`config.mk`:
```
export PLATFORM = sky130hd
export DESIGN_NAME = prince_sbox_sched
export DESIGN_NICKNAME = d
export VERILOG_FILES = /design/src/rtl/prince_sbox_sched_pkg.sv /design/src/rtl/prince_sbox_sched_valid_pipe.sv /design/src/rtl/prince_sbox_sched.sv
export SDC_FILE = /design/constraint.sdc
export NUM_CORES = 1
export LEC_CHECK = 0
export BUFFER_PORTS_ARGS = -buffer_cell sky130_fd_sc_hd__buf_2
export CAP_MARGIN = 15
export CORE_MARGIN = 8
export CORE_UTILIZATION = 52
export CTS_CLUSTER_SIZE = 25
export DETAILED_ROUTE_END_ITERATION = 16
export PLACE_DENSITY = 0.79
export SKIP_CTS_REPAIR_TIMING = 1
export SLEW_MARGIN = 20
export SYNTH_ARGS = -nofsm -noshare
export SYNTH_HDL_FRONTEND = slang
export SYNTH_SLANG_ARGS = --single-unit
```
`constraint.sdc`:
```
create_clock -name clk -period 2.3 [get_ports clk]
set_input_delay 0.345 -clock clk [delete_from_list [all_inputs] [get_ports clk]]
set_output_delay 0.345 -clock clk [all_outputs]
set_load 0.05 [all_outputs]
```
`src/rtl/prince_sbox_sched_pkg.sv`:
```
// Shared PRINCE S-box scheduler definitions: state encoding, default geometry, nibble index width.
package prince_sbox_sched_pkg;

  localparam int NIBBLES_DEF = 16;
  localparam int STAGES_DEF  = 3;
  localparam int IDX_W       = 4;

  typedef logic [1:0] state_t;

  localparam state_t ST_IDLE  = 2'd0;
  localparam state_t ST_FEED  = 2'd1;
  localparam state_t ST_DRAIN = 2'd2;
  localparam state_t ST_DONE  = 2'd3;

endpackage

```
`src/rtl/prince_sbox_sched_valid_pipe.sv`:
```
// Valid/index delay line that tracks nibbles through the shared S-box datapath.
// Advances only on enable so it stays aligned with the datapath share registers.
module prince_valid_pipe #(
  parameter int DEPTH = 3,
  parameter int IDX_W = 4
) (
  input  logic             clk,
  input  logic             rst,
  input  logic             enable,
  input  logic             valid,
  input  logic [IDX_W-1:0] index,
  output logic             valid_out,
  output logic [IDX_W-1:0] index_out
);

  logic [DEPTH-1:0] vld_q;
  logic [IDX_W-1:0] idx_q [DEPTH];

  always_ff @(posedge clk) begin
    if (rst) begin
      vld_q <= '0;
      for (int i = 0; i < DEPTH; i++) idx_q[i] <= '0;
    end else if (enable) begin
      vld_q[0] <= valid;
      idx_q[0] <= index;
      for (int i = 1; i < DEPTH; i++) begin
        vld_q[i] <= vld_q[i-1];
        idx_q[i] <= idx_q[i-1];
      end
    end
  end

  assign valid_out = vld_q[DEPTH-1];
  assign index_out = idx_q[DEPTH-1];

endmodule

```
`src/rtl/prince_sbox_sched.sv`:
```
// Scheduler that streams one PRINCE S-box layer, nibble by nibble, through a shared pipelined datapath.
// Optional fresh-mask stalls are enabled by defining PRINCE_SBOX_REMASK_EN.
//
// state    | meaning
// IDLE     | waiting for start
// FEED     | issuing nibbles 0..NIBBLES-1 into stage 0
// DRAIN    | all issued, waiting for the last write-back
// DONE     | one-cycle completion pulse
module prince_sbox_sched
  import prince_sbox_sched_pkg::*;
#(
  parameter int NIBBLES = NIBBLES_DEF,
  parameter int STAGES  = STAGES_DEF
) (
  input  logic             clk,
  input  logic             rst,
  input  logic             start,
  input  logic             inv,
  input  logic             rnd_valid,
  output logic             busy,
  output logic             done,
  output logic             rd_en,
  output logic [IDX_W-1:0] rd_idx,
  output logic             pipe_en,
  output logic             sbox_inv,
  output logic             wb_en,
  output logic [IDX_W-1:0] wb_idx,
  output logic             rnd_req
);

  localparam logic [IDX_W-1:0] LAST_IDX = IDX_W'(NIBBLES - 1);

  state_t           state, state_nxt;
  logic [IDX_W-1:0] cnt;
  logic             inv_q;
  logic             active;
  logic             stall;
  logic             pipe_vld;
  logic [IDX_W-1:0] pipe_idx;

  assign active = (state == ST_FEED) || (state == ST_DRAIN);

`ifdef PRINCE_SBOX_REMASK_EN
  assign rnd_req = active;
  assign stall   = active && !rnd_valid;
`else
  logic unused_rnd_valid;
  assign unused_rnd_valid = rnd_valid;
  assign rnd_req = 1'b0;
  assign stall   = 1'b0;
`endif

  assign pipe_en  = active && !stall;
  assign rd_en    = (state == ST_FEED) && !stall;
  assign rd_idx   = rd_en ? cnt : '0;
  assign wb_en    = pipe_vld && pipe_en;
  assign wb_idx   = wb_en ? pipe_idx : '0;
  assign busy     = (state != ST_IDLE);
  assign done     = (state == ST_DONE);
  assign sbox_inv = inv_q;

  prince_valid_pipe #(
    .DEPTH (STAGES),
    .IDX_W (IDX_W)
  ) u_valid_pipe (
    .clk       (clk),
    .rst       (rst),
    .enable    (pipe_en),
    .valid     (rd_en),
    .index     (cnt),
    .valid_out (pipe_vld),
    .index_out (pipe_idx)
  );

  always_comb begin
    state_nxt = state;
    case (state)
      ST_IDLE:  if (start) state_nxt = ST_FEED;
      ST_FEED:  if (rd_en && (cnt == LAST_IDX)) state_nxt = ST_DRAIN;
      ST_DRAIN: if (wb_en && (pipe_idx == LAST_IDX)) state_nxt = ST_DONE;
      default:  state_nxt = ST_IDLE;
    endcase
  end

  always_ff @(posedge clk) begin
    if (rst) begin
      state <= ST_IDLE;
      cnt   <= '0;
      inv_q <= 1'b0;
    end else begin
      state <= state_nxt;
      if ((state == ST_IDLE) && start) begin
        cnt   <= '0;
        inv_q <= inv;
      end else if (rd_en) begin
        cnt <= (cnt == LAST_IDX) ? '0 : cnt + 1'b1;
      end
    end
  end

endmodule
```
==> out/results.ini, run 1 <==
[outcome]
status=completed

[logic_synthesis]
synthXorXnorAreaFrac_pct=0.852
yosysMostFrequentCell=sky130_fd_sc_hd__and2_1
synth_top_flop_cell=sky130_fd_sc_hd__edfxtp_1
synth_top_cells_by_area=sky130_fd_sc_hd__edfxtp_1 35%, sky130_fd_sc_hd__dfxtp_1 19%, sky130_fd_sc_hd__and2_1 10%
netlist_area_um2=1030
mappedNetlistNets=100
seq_area_frac_synth_pct=54.5
synth_top_area_share_pct=35.0
yosysUniqueCellTypes=31
compound_gate_portion_of_the_synthesized_area_pct=6.45
yosys_warnings=0
post_synth_most_frequent_cells=17 x sky130_fd_sc_hd__and2_1, 12 x sky130_fd_sc_hd__edfxtp_1, 10 x sky130_fd_sc_hd__dfxtp_1, 7 x sky130_fd_sc_hd__nor2_1, 5 x sky130_fd_sc_hd__ha_1
synthesis.instances=90
synth-edff-count=12
async_flop_share_pct=0
synth-adder-area-share_pct=6.08
synth_mux_area_share_pct=6.45
synth_top_family_by_area=simple AND/OR/NAND/NOR gates
synthDominantAreaCellType=sky130_fd_sc_hd__edfxtp_1
share_of_synthesized_cell_area_in_and_or_nand_and_nor_gates_pct=20.8
ys_seq_elements=22
synth.avg_cell_area_um2=11.4

[finish]
num_antenna_cells=0
synthToLayoutAreaGrowth_pct=11.8
finalNetCount=118
fin_util_pct=59.8
ratio_of_cells_with_drive_above_1_in_the_final_layout_pct=25.2

[power]
power_density_nw_per_um2=1220
power.ir.vdd_worst_v=0.000764
clock_power_share_pct=12.8
power.internal_uw=823
sequentialPowerShare_pct=43.9
pwr-share-comb_pct=43.3
post-layout-total-power_uw=1400
power.net_switching_uw=580
sw_frac_of_total_pct=41.3
leakagePower_uw=0.000532

[grt]
maximum_number_of_pins_on_one_net_before_global_route_repair=13
globalRoute.totalOverflow=0
antenna_found_initial=0
first_pass_grt_wire_length_um=2770
grt_usage_pct=10.2
first_global_vias=627

[setup_path]
timing.critical_path.slowest_stage_cell=sky130_fd_sc_hd__ha_1
r2r_cells=6
path_max_fanout=11
r2r_start=state[0]
timing.critical_path.from=state[0]
worstPathCellList=inv_1 > ha_1 > and3_4 > buf_2
required_time_of_the_critical_path_ps=1960
r2r_end=state[1]
worstSetupEndpointType=primary output
biggest_cell_delay_along_the_critical_path_ps=500
worst_ep_arrival_time_ps=1800
critPathCapture=wb_idx[2]
startpoint_type=register
criticalPathCategory=register to primary output
register_to_register_setup_slack_ps=330

[sta]
grt_setup_unrepaired=false
finClkSkew_ps=2.46
final_tns_setup_ps=0
fin_crit_sh_pct=93.4
timing_hold_violations_final=0
timing.final.setup_violations=0
timing.final.crit_period_ps=2150
maxClockFrequency_mhz=465
slew_viol_final=0

[route]
drt-total-wl_um=1760
drt_pass1_iterations=3
vias=682
drtIter0Drc=15
wl_per_cell_um=13.1
route.detailed.vias_per_inst=5.09
antenna_left=0
drc_errors=0

[cts]
clock_path_buffers=2
cts_htree_levels=1
root_buffer=sky130_fd_sc_hd__clkbuf_4
sinks_on_the_clock_net=22
worst_skew_pair.late_latency_ps=300
cts_tree=yes
path_clk_slew_ps=120
numCtsBuffers=3

[place]
gpl.final_weighted_congestion=0.740
port-buffer-count=17
dp_hpwl_um=1290

[floorplanning]
die_width_um=60.5
die_h_um=60.5
io_pins=20
design.die.area_um2=3660
design.core.area_um2=1920
initial_core_util_pct=53.5
std_cell_rows=16

[worst_hold_path]
hold_class=primary input to register

[run]
maxCapViolCount=0

worst max-delay path, delay by kind of cell (launching register included):
family / cells / cell delay [ps]
and+or+nand+nor: 1 / 260
adders and majority gates: 1 / 500
DFF: 1 / 380
buffers and inverters: 2 / 360
power by group through the flow:
stage                     sequential [uW]  combinational [uW]  clock (uW)
after global placement                618                 589           0
after floorplan                       619                 509           0
final                                 616                 608         179
after CTS                             618                 609         184
after detailed placement              627                 603           0
after global routing                  631                 654         200
sequential cells by signal, summed over array words and instances, names as in the netlist:
signal / flops
u_valid_pipe.idx_q: 12
cnt: 4
state: 2
u_valid_pipe.vld_q: 3
sbox_inv: 1
cells by family (layout without fill, tap and decap cells):
kind of cell	count (synthesis)	after routing
multiplexers	6	6
flip-flops	22	22
AO/OA/AOI/OAI	8	8
adder cells (fa/ha/maj)	5	5
buffers and inverters	9	26
other	1	1
AND/OR/NAND/NOR	38	38
XOR/XNOR	1	1
worst min-delay path by stage:
stage                          startpoint               endpoint  cells after the start
floorplan           u_valid_pipe.vld_q[0]  u_valid_pipe.vld_q[0]                      2
CTS                                   inv               sbox_inv                      3
detailed placement               sbox_inv               sbox_inv                      2
global placement                 sbox_inv               sbox_inv                      2
global route                          inv               sbox_inv                      3
finish                                inv               sbox_inv                      3
per-layer routing:
layer	vias up	wire [um]	track usage, %	part of all wire (%)
li1	340	-	-	-
met1	322	869	11.9	49
met2	16	780	16.5	44
met3	4	68	2.12	3.9
met4	0	41	6.98	2.3
met5	-	0	0	0
cell usage in the layout, fill, tap and decap left out, drive strengths merged, types with 4 or more instances in the layout:
| cell type | instances |
|---|---|
| buf | 18 |
| and2 | 17 |
| edfxtp | 12 |
| dfxtp | 10 |
| nor2 | 7 |
| ha | 5 |
| and3 | 5 |
| inv | 4 |
| nand2 | 4 |
| mux2i | 4 |
| clkbuf | 4 |
area by class of cell:
class | count | area (um2)
Inverter | 4 | 15.0
Multi-Input combinational cell | 59 | 422
Timing Repair Buffer | 18 | 92.6
Sequential cell | 22 | 561
Fill cell | 179 | 772
Tap cell | 27 | 33.8
Clock buffer | 4 | 26.3
stage by stage:
step / cell area (um2) / worst slack (ps) / hold WS [ps] / std cells
2_1_floorplan: 1030 / 128 / 460 / 90
6_report: 1150 / 152 / 288 / 134
3_3_place_gp: 1120 / 432 / 448 / 130
3_5_place_dp: 1120 / 373 / 456 / 130
5_1_grt: 1150 / 64.9 / 279 / 134
4_1_cts: 1150 / 136 / 283 / 134
No activity file was read; power rests on OpenSTA's default activity.
==> run 2, diff against run 1 <==
--- a/config.mk
+++ b/config.mk
@@ -8,10 +8,11 @@
 export BUFFER_PORTS_ARGS = -buffer_cell sky130_fd_sc_hd__buf_2
 export CAP_MARGIN = 15
 export CORE_MARGIN = 8
-export CORE_UTILIZATION = 52
+export CORE_UTILIZATION = 55
+export CTS_BUF_LIST = sky130_fd_sc_hd__clkbuf_8
 export CTS_CLUSTER_SIZE = 25
 export DETAILED_ROUTE_END_ITERATION = 16
-export PLACE_DENSITY = 0.79
+export PLACE_DENSITY = 0.83
 export SKIP_CTS_REPAIR_TIMING = 1
 export SLEW_MARGIN = 20
 export SYNTH_ARGS = -nofsm -noshare
==> run 2 against run 1 <==
  * Global-route usage increased by 0.69 points
  * Maximum frequency increased by 2.6%
  * Critical path type unchanged
  * Count of clock-buffer cells in the layout unchanged
  * Via count decreased by 1.3%
  * Cell area increased by 2.3%
  * Highest routed layer unchanged
  * Largest power group unchanged
  * Setup slack improved by 55 ps
  * Sequential share of layout area decreased by 1.1 points
  * Clock power increased by 51%
  * Critical path depth unchanged
  * Register-to-register slack about the same
  * Sequential power increased by 0.8%
==> out/results.ini, run 2 (synthesized netlist as in run 1, its figures left out) <==
[outcome]
status=completed

[cts]
clock_path_buffers=2  ; unchanged
numCtsBuffers=3  ; unchanged
path_clk_slew_ps=70  ; -50 ps
worst_skew_pair.late_latency_ps=260  ; -40 ps
root_buffer=sky130_fd_sc_hd__clkbuf_8
cts_tree=yes
cts_htree_levels=1  ; unchanged
sinks_on_the_clock_net=22  ; unchanged

[finish]
finalNetCount=118  ; unchanged
largest_register_ff_count=12  ; unchanged
most-common-layout-cells=17 x sky130_fd_sc_hd__and2_1, 17 x sky130_fd_sc_hd__buf_2, 12 x sky130_fd_sc_hd__edfxtp_1
synthToLayoutAreaGrowth_pct=14.4
reg.largest.list=u_valid_pipe.idx_q x12, cnt x4, u_valid_pipe.vld_q x3
num_antenna_cells=0  ; unchanged
fillCellCount=151  ; -16%
registers.top_by_ff_count=u_valid_pipe.idx_q
finish.cell_count_without_fillers=132  ; -1.5%
ratio_of_cells_with_drive_above_1_in_the_final_layout_pct=26.2  ; +0.93 points

[sta]
finClkSkew_ps=1.16  ; -1.30 ps
maxClockFrequency_mhz=478  ; +2.6%
fin_crit_sh_pct=91.0  ; -2.4 points
final.setup.worst_slack_ps=207  ; +55.3 ps
timing_hold_violations_final=0  ; unchanged
timing.final.crit_period_ps=2090  ; -55.3 ps
final_tns_setup_ps=0  ; unchanged
timing.final.setup_violations=0  ; unchanged
slew_viol_final=0  ; unchanged
grt_setup_unrepaired=false

[route]
drtIter0Drc=21  ; +6
drc_errors=0  ; unchanged
route.detailed.vias_per_inst=5.10  ; +0.18%
drt_pass1_iterations=4  ; +1
wl_per_cell_um=13.5  ; +2.5%
vias=673  ; -1.3%
antenna_left=0  ; unchanged
drt-total-wl_um=1780  ; +0.97%

[floorplanning]
design.die.area_um2=3510  ; -4.0%
io_pins=20  ; unchanged
design.core.area_um2=1750  ; -9.2%
die_width_um=59.2  ; -2.0%
std_cell_rows=15  ; -1
initial_core_util_pct=58.9  ; +5.4 points
die_h_um=59.2  ; -2.0%

[setup_path]
timing.critical_path.slowest_stage_cell=sky130_fd_sc_hd__ha_1
worstSetupEndpointType=primary output
required_time_of_the_critical_path_ps=1960  ; about the same
worst_ep_arrival_time_ps=1750  ; -50 ps
timing.critical_path.buf_inv=2  ; unchanged
criticalPathCategory=register to primary output
worstPathCellList=inv_1 > ha_1 > and3_4 > buf_2
critical_path.top_delay_family=adder cells
biggest_cell_delay_along_the_critical_path_ps=500  ; about the same
startpoint_type=register
path_max_fanout=11  ; unchanged

[place]
dp_slack_ps=368  ; -5.08 ps
port-buffer-count=17  ; unchanged
placed_cells_incl_taps=128  ; -1.5%
gpl.final_weighted_congestion=0.776  ; +4.8%
dp_hpwl_um=1310  ; +1.6%

[grt]
first_pass_grt_wire_length_um=2920  ; +5.5%
antenna_found_initial=0  ; unchanged
grt_usage_pct=10.9  ; +0.69 points
first_global_vias=663  ; +5.7%
maximum_number_of_pins_on_one_net_before_global_route_repair=13  ; unchanged
globalRoute.totalOverflow=0  ; unchanged

[power]
sw_frac_of_total_pct=39.0  ; -2.3 points
power.internal_uw=908  ; +10%
pwr-share-comb_pct=40.2  ; -3.1 points
power.net_switching_uw=580  ; +0.16%
power.ir.vdd_worst_v=0.000930  ; +22%
power_density_nw_per_um2=1270  ; +3.8%
leakagePower_uw=0.000546  ; +2.6%
sequentialPowerShare_pct=41.7  ; -2.2 points
clock_power_share_pct=18.1  ; +5.3 points

[run]
maxCapViolCount=0  ; unchanged

[worst_hold_path]
hold_class=primary input to register

## run 2: cell counts in the layout (fill, tap and decap cells not counted)
No cell type changed its count.
## run 2: path summary, 6_finish.rpt
| check | startpoint | end | slack, ps | depth (start not counted) |
|---|---|---|---|---|
| max reg2reg | state[1] | state[1] | 320 | 6 |
| min reg2reg | sbox_inv | sbox_inv | 470 | 2 |
| max | state[1] | wb_idx[2] | 210 | 4 |
| min | inv | sbox_inv | 330 | 3 |
## run 2: layout make-up
| type | instances | area (um2) | share of cell area [%] |
|---|---|---|---|
| sequential | 22 | 561 | 47.7 |
| multi-input combinational | 59 | 422 | 35.9 |
| timing repair buffer | 18 | 92.6 | 7.87 |
| clock buffer | 4 | 55.1 | 4.68 |
| tap | 25 | 31.3 | 2.66 |
| inverter | 4 | 15.0 | 1.28 |
## run 2: power groups by stage
stage	Sequential [uW]	Clock [uW]	Combinational, uW
2_1_floorplan	619	0	509
3_3_place_gp	619	0	587
3_5_place_dp	629	0	601
4_1_cts	621	279	604
5_1_grt	634	291	655
6_report	621	270	599
## run 2: through the flow
stage | util, % | hold slack [ps] | instance area (um2) | total power (uW)
after floorplan | - | 460 | 1030 | 1130
after global placement | 64.2 | 445 | 1120 | 1210
after detailed placement | 64.2 | 461 | 1120 | 1230
after CTS | 67.4 | 330 | 1180 | 1500
after global routing | 67.4 | 345 | 1180 | 1580
final | 67.4 | 334 | 1180 | 1490
## run 2: worst register-to-register path, cell delays in order, from the launching register on
cell,delay (ps)
sky130_fd_sc_hd__dfxtp_1,380
sky130_fd_sc_hd__inv_1,90
sky130_fd_sc_hd__ha_1,500
sky130_fd_sc_hd__and3_4,260
sky130_fd_sc_hd__a41o_1,220
sky130_fd_sc_hd__o211ai_2,110
sky130_fd_sc_hd__mux2_4,310
## run 2: per-layer routing
metal  wire length, um  GRT usage, %  part of all wire, %  vias to the layer above
li1                  -             -                    -                      340
met4                31          7.17                  1.7                        0
met1               867          13.6                   49                      312
met3                69          2.17                  3.9                        4
met5                 0             0                    0                        -
met2               807          16.5                   45                       17
